<file path="src/rtl/usbfs_pkt_tx_gen2.sv">
// usbfs_pkt_tx_gen2: full-speed USB packet serialiser (SYNC/PID/field/CRC/EOP, NRZI, bit stuffing); define USBFS_PKT_TX_ABORT_EN to build the abort path
module usbfs_pkt_tx_gen2 #(
  parameter int MAX_PKT = 64,
  localparam int NBYTES_W = $clog2(MAX_PKT + 1),
  localparam int IDX_W = $clog2(MAX_PKT)
) (
  input  logic                i_clk_12MHz,
  input  logic                i_rst_n,
  output logic                o_ready,
  input  logic                i_valid,
  input  logic [3:0]          i_pid,
  input  logic [10:0]         i_tokenField,
  input  logic [NBYTES_W-1:0] i_nBytes,
  input  logic                i_wrEn,
  input  logic [IDX_W-1:0]    i_wrIdx,
  input  logic [7:0]          i_wrByte,
  input  logic                i_abort,
  output logic                o_dp,
  output logic                o_dn,
  output logic                o_oe,
  output logic                o_eopDone,
  output logic                o_aborted
);
  typedef enum logic [2:0] {IDLE, SYNC, PID, FIELD, DATA, CRC, EOP
`ifdef USBFS_PKT_TX_ABORT_EN
    , ABORT
`endif
  } state_t;
  state_t st_q, st_d;
  logic [3:0] cnt_q, cnt_d, pid_q, pid_d;
  logic [10:0] fld_q, fld_d;
  logic [NBYTES_W-1:0] nb_q, nb_d, byte_q, byte_d;
  logic [2:0] run_q, run_d;
  logic [4:0] crc5_q, crc5_d;
  logic [15:0] crc16_q, crc16_d;
  logic dp_q, dp_d, dn_q, dn_d, oe_q, oe_d, eop_q, eop_d, abt_q, abt_d;
  logic [7:0] mem_q [MAX_PKT];
  logic [7:0] pid_byte, cur_byte;
  logic accept, tx, tok, last, bit_v, fb5, fb16;
  assign o_ready = st_q == IDLE && !oe_q;
  assign accept = i_valid && o_ready;
  assign tx = st_q inside {SYNC, PID, FIELD, DATA, CRC};
  assign tok = pid_q[1:0] == 2'b01;
  assign pid_byte = {~pid_q, pid_q};
  assign cur_byte = mem_q[byte_q[IDX_W-1:0]];
  assign fb5 = bit_v ^ crc5_q[4];
  assign fb16 = bit_v ^ crc16_q[0];
  assign o_dp = dp_q;
  assign o_dn = dn_q;
  assign o_oe = oe_q;
  assign o_eopDone = eop_q;
`ifdef USBFS_PKT_TX_ABORT_EN
  assign o_aborted = eop_q && abt_q;
`else
  logic unused_abort;
  assign unused_abort = i_abort;
  assign o_aborted = 1'b0;
`endif
  // payload buffer: only loaded while the transmitter is idle
  always_ff @(posedge i_clk_12MHz)
    if (i_wrEn && o_ready) mem_q[i_wrIdx] <= i_wrByte;
  // data bit of the current field and whether it closes that field
  always_comb begin
    bit_v = st_q == SYNC  ? cnt_q == 4'd7 :
            st_q == PID   ? pid_byte[cnt_q[2:0]] :
            st_q == FIELD ? fld_q[cnt_q] :
            st_q == DATA  ? cur_byte[cnt_q[2:0]] :
            tok           ? ~crc5_q[3'd4 - cnt_q[2:0]] : ~crc16_q[cnt_q];
    last = st_q == FIELD ? cnt_q == 4'd10 :
           st_q == CRC   ? cnt_q == (tok ? 4'd4 : 4'd15) : cnt_q == 4'd7;
  end
  // next state: one line bit per cycle, stuffed zeros hold all counters
  always_comb begin
    st_d = st_q;
    cnt_d = cnt_q;
    pid_d = pid_q;
    fld_d = fld_q;
    nb_d = nb_q;
    byte_d = byte_q;
    run_d = run_q;
    crc5_d = crc5_q;
    crc16_d = crc16_q;
    dp_d = dp_q;
    dn_d = dn_q;
    oe_d = oe_q;
    eop_d = 1'b0;
    abt_d = abt_q;
    if (st_q == IDLE) begin
      oe_d = accept;
      dp_d = !accept;
      dn_d = accept;
      if (accept) begin
        st_d = SYNC;
        cnt_d = 4'd1;
        pid_d = i_pid;
        fld_d = i_tokenField;
        nb_d = i_nBytes > NBYTES_W'(MAX_PKT) ? NBYTES_W'(MAX_PKT) : i_nBytes;
        byte_d = '0;
        run_d = 3'd0;
        crc5_d = 5'h1F;
        crc16_d = 16'hFFFF;
        abt_d = 1'b0;
      end
`ifdef USBFS_PKT_TX_ABORT_EN
    end else if (tx && i_abort) begin
      st_d = ABORT;
      cnt_d = 4'd1;
      abt_d = 1'b1;
    end else if (st_q == ABORT) begin
      st_d = cnt_q == 4'd7 ? EOP : ABORT;
      cnt_d = cnt_q == 4'd7 ? 4'd0 : cnt_q + 4'd1;
`endif
    end else if (tx && run_q == 3'd6) begin
      dp_d = ~dp_q;
      dn_d = ~dn_q;
      run_d = 3'd0;
    end else if (tx) begin
      dp_d = dp_q ^ ~bit_v;
      dn_d = dn_q ^ ~bit_v;
      run_d = bit_v ? run_q + 3'd1 : 3'd0;
      cnt_d = last ? 4'd0 : cnt_q + 4'd1;
      if (st_q == FIELD) crc5_d = {crc5_q[3:0], 1'b0} ^ (fb5 ? 5'h05 : 5'h00);
      if (st_q == DATA) crc16_d = {1'b0, crc16_q[15:1]} ^ (fb16 ? 16'hA001 : 16'h0000);
      if (st_q == DATA && last) byte_d = byte_q + 1'b1;
      if (last)
        st_d = st_q == SYNC  ? PID :
               st_q == PID   ? (tok ? FIELD : pid_q[1:0] == 2'b11 ? (nb_q == '0 ? CRC : DATA) : EOP) :
               st_q == FIELD ? CRC :
               st_q == DATA  ? (byte_q + 1'b1 == nb_q ? CRC : DATA) : EOP;
    end else if (st_q == EOP) begin
      if (run_q == 3'd6 && !abt_q) begin
        dp_d = ~dp_q;
        dn_d = ~dn_q;
        run_d = 3'd0;
      end else begin
        dp_d = cnt_q == 4'd2;
        dn_d = 1'b0;
        eop_d = cnt_q == 4'd2;
        cnt_d = cnt_q == 4'd2 ? 4'd0 : cnt_q + 4'd1;
        st_d = cnt_q == 4'd2 ? IDLE : EOP;
      end
    end
  end
  // state registers; line parks at J with the pad released
  always_ff @(posedge i_clk_12MHz or negedge i_rst_n)
    if (!i_rst_n) begin
      st_q <= IDLE;
      cnt_q <= 4'd0;
      pid_q <= 4'd0;
      fld_q <= 11'd0;
      nb_q <= '0;
      byte_q <= '0;
      run_q <= 3'd0;
      crc5_q <= 5'h1F;
      crc16_q <= 16'hFFFF;
      dp_q <= 1'b1;
      dn_q <= 1'b0;
      oe_q <= 1'b0;
      eop_q <= 1'b0;
      abt_q <= 1'b0;
    end else begin
      st_q <= st_d;
      cnt_q <= cnt_d;
      pid_q <= pid_d;
      fld_q <= fld_d;
      nb_q <= nb_d;
      byte_q <= byte_d;
      run_q <= run_d;
      crc5_q <= crc5_d;
      crc16_q <= crc16_d;
      dp_q <= dp_d;
      dn_q <= dn_d;
      oe_q <= oe_d;
      eop_q <= eop_d;
      abt_q <= abt_d;
    end
endmodule

</file>
<file path="config.mk">
export PLATFORM = sky130hd
export DESIGN_NAME = usbfs_pkt_tx_gen2
export DESIGN_NICKNAME = d
export VERILOG_FILES = /design/src/rtl/usbfs_pkt_tx_gen2.sv
export SDC_FILE = /design/constraint.sdc
export NUM_CORES = 1
export LEC_CHECK = 0
export CAP_MARGIN = 20
export CORE_MARGIN = 3
export CORE_UTILIZATION = 45
export CTS_BUF_LIST = sky130_fd_sc_hd__clkbuf_8
export CTS_CLUSTER_DIAMETER = 60
export DETAILED_ROUTE_END_ITERATION = 6
export PLACE_DENSITY = 0.67
export SKIP_CTS_REPAIR_TIMING = 1
export SLEW_MARGIN = 0
export SYNTH_ARGS = -nofsm -noshare
export SYNTH_HDL_FRONTEND = slang
export SYNTH_SLANG_ARGS = --single-unit
</file>
<file path="constraint.sdc">
create_clock -name i_clk_12MHz -period 4.1 [get_ports i_clk_12MHz]
set_input_delay 1.23 -clock i_clk_12MHz [delete_from_list [all_inputs] [get_ports i_clk_12MHz]]
set_output_delay 1.23 -clock i_clk_12MHz [all_outputs]
set_load 0.03 [all_outputs]
</file>
==> results.py <==
metrics = {
    "route": {
        "ant_nets": 0,
        "vias": 13505,
        "viasPerCell": 5.85,
        "drc": 0,
        "drtIter0Drc": 1676,
        "finalWirelength_mm": 58.0,
        "first_pass_iters": 5,
        "drt-wirelength-per-cell_um": 25.1,
    },
    "final_layout": {
        "stdcell_count": 2307,
        "register_area_um2": 17000,
        "multi_input_area_um2": 6320,
        "n_fill_cell": 4071,
        "drive_above_1_share_pct": 28.0,
        "area_growth_pct": 16.1,
        "final_nets": 1598,
    },
    "logic_synthesis": {
        "netlist-cell-type-count": 77,
        "synth_edf_count": 512,
        "synth_compound_area_share_pct": 5.41,
        "synthSimpleGateAreaFrac_pct": 5.82,
        "seq_area_frac_synth_pct": 71.5,
        "synth_xor_area_share_pct": 0.442,
        "netlist.area_leader.share_pct": 64.6,
        "synth_seq_cells": 576,
        "syn_area_per_cell_um2": 17.6,
        "syn_inst": 1349,
        "synth-main-ff-cell": "edfxtp_1",
        "synth.largest_area_cell": "edfxtp_1",
        "ys_top_cells_by_area": "edfxtp_1 65%, mux4_2 12%, dfrtp_1 4.4%",
        "synth_commonest_cells": "512 x edfxtp_1, 123 x mux4_2, 93 x nor2_1",
        "yosysMostFrequentCell": "edfxtp_1",
        "synth_top_family_by_area": "multiplexers",
        "synthMuxAreaShare_pct": 14.6,
        "async_flop_share_pct": 11.1,
        "synth_warnings": 0,
        "netlist_area_um2": 23800,
        "synth_fa_ha_area_share_pct": 0.316,
        "synth_fp_nets": 1396,
    },
    "setup_path": {
        "crit_type": "flip-flop to output port",
        "crit_slowest_cell": "clkdlybuf4s50_1",
        "crit_chain": "nor2_1, nand2_1, nor2_1, clkdlybuf4s50_1",
        "worstReg2RegStart": "byte_q[0]",
        "critical_path.reg2reg.endpoint": "o_dn",
        "cp_max_fo": 13,
        "reg2reg_depth": 10,
        "end_kind": "output port",
        "cp_common_cell": "nor2_1",
        "arrival_ps": 2700,
        "worst_path_largest_cell_delay_ps": 730,
        "r2r_slack_ps": 380,
        "cp.required_ps": 2870,
        "cp-startpoint": "st_q[1]",
        "start_kind": "flip-flop",
        "cp-endpoint": "o_ready",
    },
    "timing": {
        "slew_violations": 0,
        "setup_tns_ps": 0,
        "max_slew_margin_pct": 34.5,
        "hold_viol_final": 0,
        "worst_slew_pin_slew_ps": 983,
        "fin_crit_sh_pct": 95.9,
        "finalSetupViolCount": 0,
        "period_needed_ps": 3930,
        "timing.fmax_ghz": 0.254,
        "fin_skew_ps": 38.9,
        "rsz0062_at_grt": "false",
    },
    "run_status": {
        "status": "complete, no violations",
    },
    "cts": {
        "cts_buffers": 93,
        "clk_pin_slew_ps": 60,
        "clock_latency_ps": 700,
        "numClockSinks": 576,
        "clockBufferDepth": 3,
        "clockRootBuffer": "clkbuf_8",
        "htree_num_levels": 3,
        "cts_tree": "built",
    },
    "grt": {
        "grt_pass1_wl_mm": 87.5,
        "overflow": 0,
        "grt_pass1_vias": 13790,
        "antenna_found_initial": 1,
        "track_usage_pct": 21.0,
        "grt_max_degree": 65,
    },
    "placement": {
        "place_hpwl_mm": 36.8,
        "globalplace.congestion": 0.891,
        "placed_cells": 2130,
        "io_buffers": 44,
    },
    "die": {
        "die_h_um": 236,
        "start_util_pct": 45.9,
        "core_area_um2": 51800,
        "row_count": 83,
        "fp.dieArea_um2": 55700,
        "top_level_ports": 47,
        "fp.dieW_um": 236,
    },
    "power_and_ir_drop": {
        "peakVddDrop_mv": 0.326,
        "power.internal_w": 0.00881,
        "p_comb_share_pct": 1.5,
        "power_switching_w": 0.00237,
        "power_frac_clock_pct": 41.3,
        "swShare_pct": 21.2,
        "powerDensity_nw_per_um2": 405,
        "seqPwrFrac_pct": 57.2,
        "leakage_nw": 9.16,
    },
    "worst_hold_path": {
        "hold_path.class": "flip-flop to flip-flop",
    },
    "job": {
        "max-cap-violations": 0,
    },
}
[cell type report]
class                           instances  area share [%]
Antenna cell                            1         0.00906
Clock buffer                           99            4.94
Clock inverter                         71            1.36
Inverter                               12           0.163
Multi-Input combinational cell        682            22.9
Sequential cell                       576            61.6
Tap cell                              680            3.08
Timing Repair Buffer                  186            5.93
[cells in the final DEF, fill, tap and decap left out, drive strengths merged, types with 13 or more instances in the layout]
cell and n:
o22a 19, edfxtp 512, nor2 93, mux4 123, o21ai 32, mux2 25, clkbuf 99, buf 151
nand2b 13, mux2i 41, nand3 33, a21oi 28, dfrtp 42, nand2 89, a22oi 27, clkdlybuf4s50 35
clkinv 35, nor2b 13, dfstp 22, inv 45
[critical path, delay by kind of cell (launching register included)]
kind / cells / cell delay (ps)
buffers and inverters: 1 / 730
AND/OR/NAND/NOR: 3 / 780
flip-flops: 1 / 520
[state kept, by name (all words and copies together) (netlist names)]
signal,cells
byte_q,7
st_q,3
o_dp,1
o_oe,1
o_eopDone,1
o_dn,1
crc5_q,5
mem_q,512
run_q,3
nb_q,7
pid_q,4
crc16_q,16
fld_q,11
cnt_q,4
[worst min path at each step]
stage | slack, ps | from | to | cells after the start
after floorplan | 470 | fld_q[2] | fld_q[2] | 1
after global placement | 490 | fld_q[7] | fld_q[7] | 1
after detailed placement | 490 | fld_q[1] | fld_q[1] | 1
after CTS | 500 | fld_q[3] | fld_q[3] | 1
after global routing | 520 | fld_q[3] | fld_q[3] | 1
final | 500 | fld_q[1] | fld_q[1] | 1
[stage by stage]
stage / setup slack [ps] / util [%] / area [µm²] / total power, W / hold WS [ps]
floorplan: 1010 / - / 23800 / 0.00653 / 474
global placement: 334 / 49.7 / 25700 / 0.00666 / 485
detailed placement: 391 / 49.7 / 25700 / 0.00667 / 492
CTS: 132 / 53.0 / 27500 / 0.0113 / 503
global route: 8.92 / 53.3 / 27600 / 0.0116 / 516
finish: 167 / 53.3 / 27600 / 0.0112 / 500
[logic make-up (layout without fill, tap and decap cells)]
kind of cell / count (synthesis) / count (layout)
other cells: 1 / 2
buf+inv: 91 / 368
xor+xnor: 12 / 12
mux: 189 / 189
compound gates: 180 / 180
fa+ha+maj: 6 / 6
simple gates: 294 / 294
flops: 576 / 576
[per-layer routing]
layer / GRT usage (%) / share of wire [%] / vias to the layer above / routed length [µm]
met5: 0 / 0 / - / 0
met4: 7.25 / 3.1 / 0 / 1820
met3: 5.37 / 8.1 / 126 / 4730
met2: 33.0 / 48 / 552 / 27700
met1: 28.7 / 41 / 6983 / 23800
li1: - / - / 5844 / -
[power groups by stage]
stage	combinational [W]	clock, W	sequential, W
5_1_grt	0.000182	0.00499	0.00639
4_1_cts	0.000155	0.00472	0.00639
6_report	0.000167	0.00462	0.00639
3_5_place_dp	0.000154	0	0.00651
3_3_place_gp	0.000147	0	0.00651
2_1_floorplan	0.0000168	0	0.00651
Note: power is estimated with default switching activity, not from simulation.
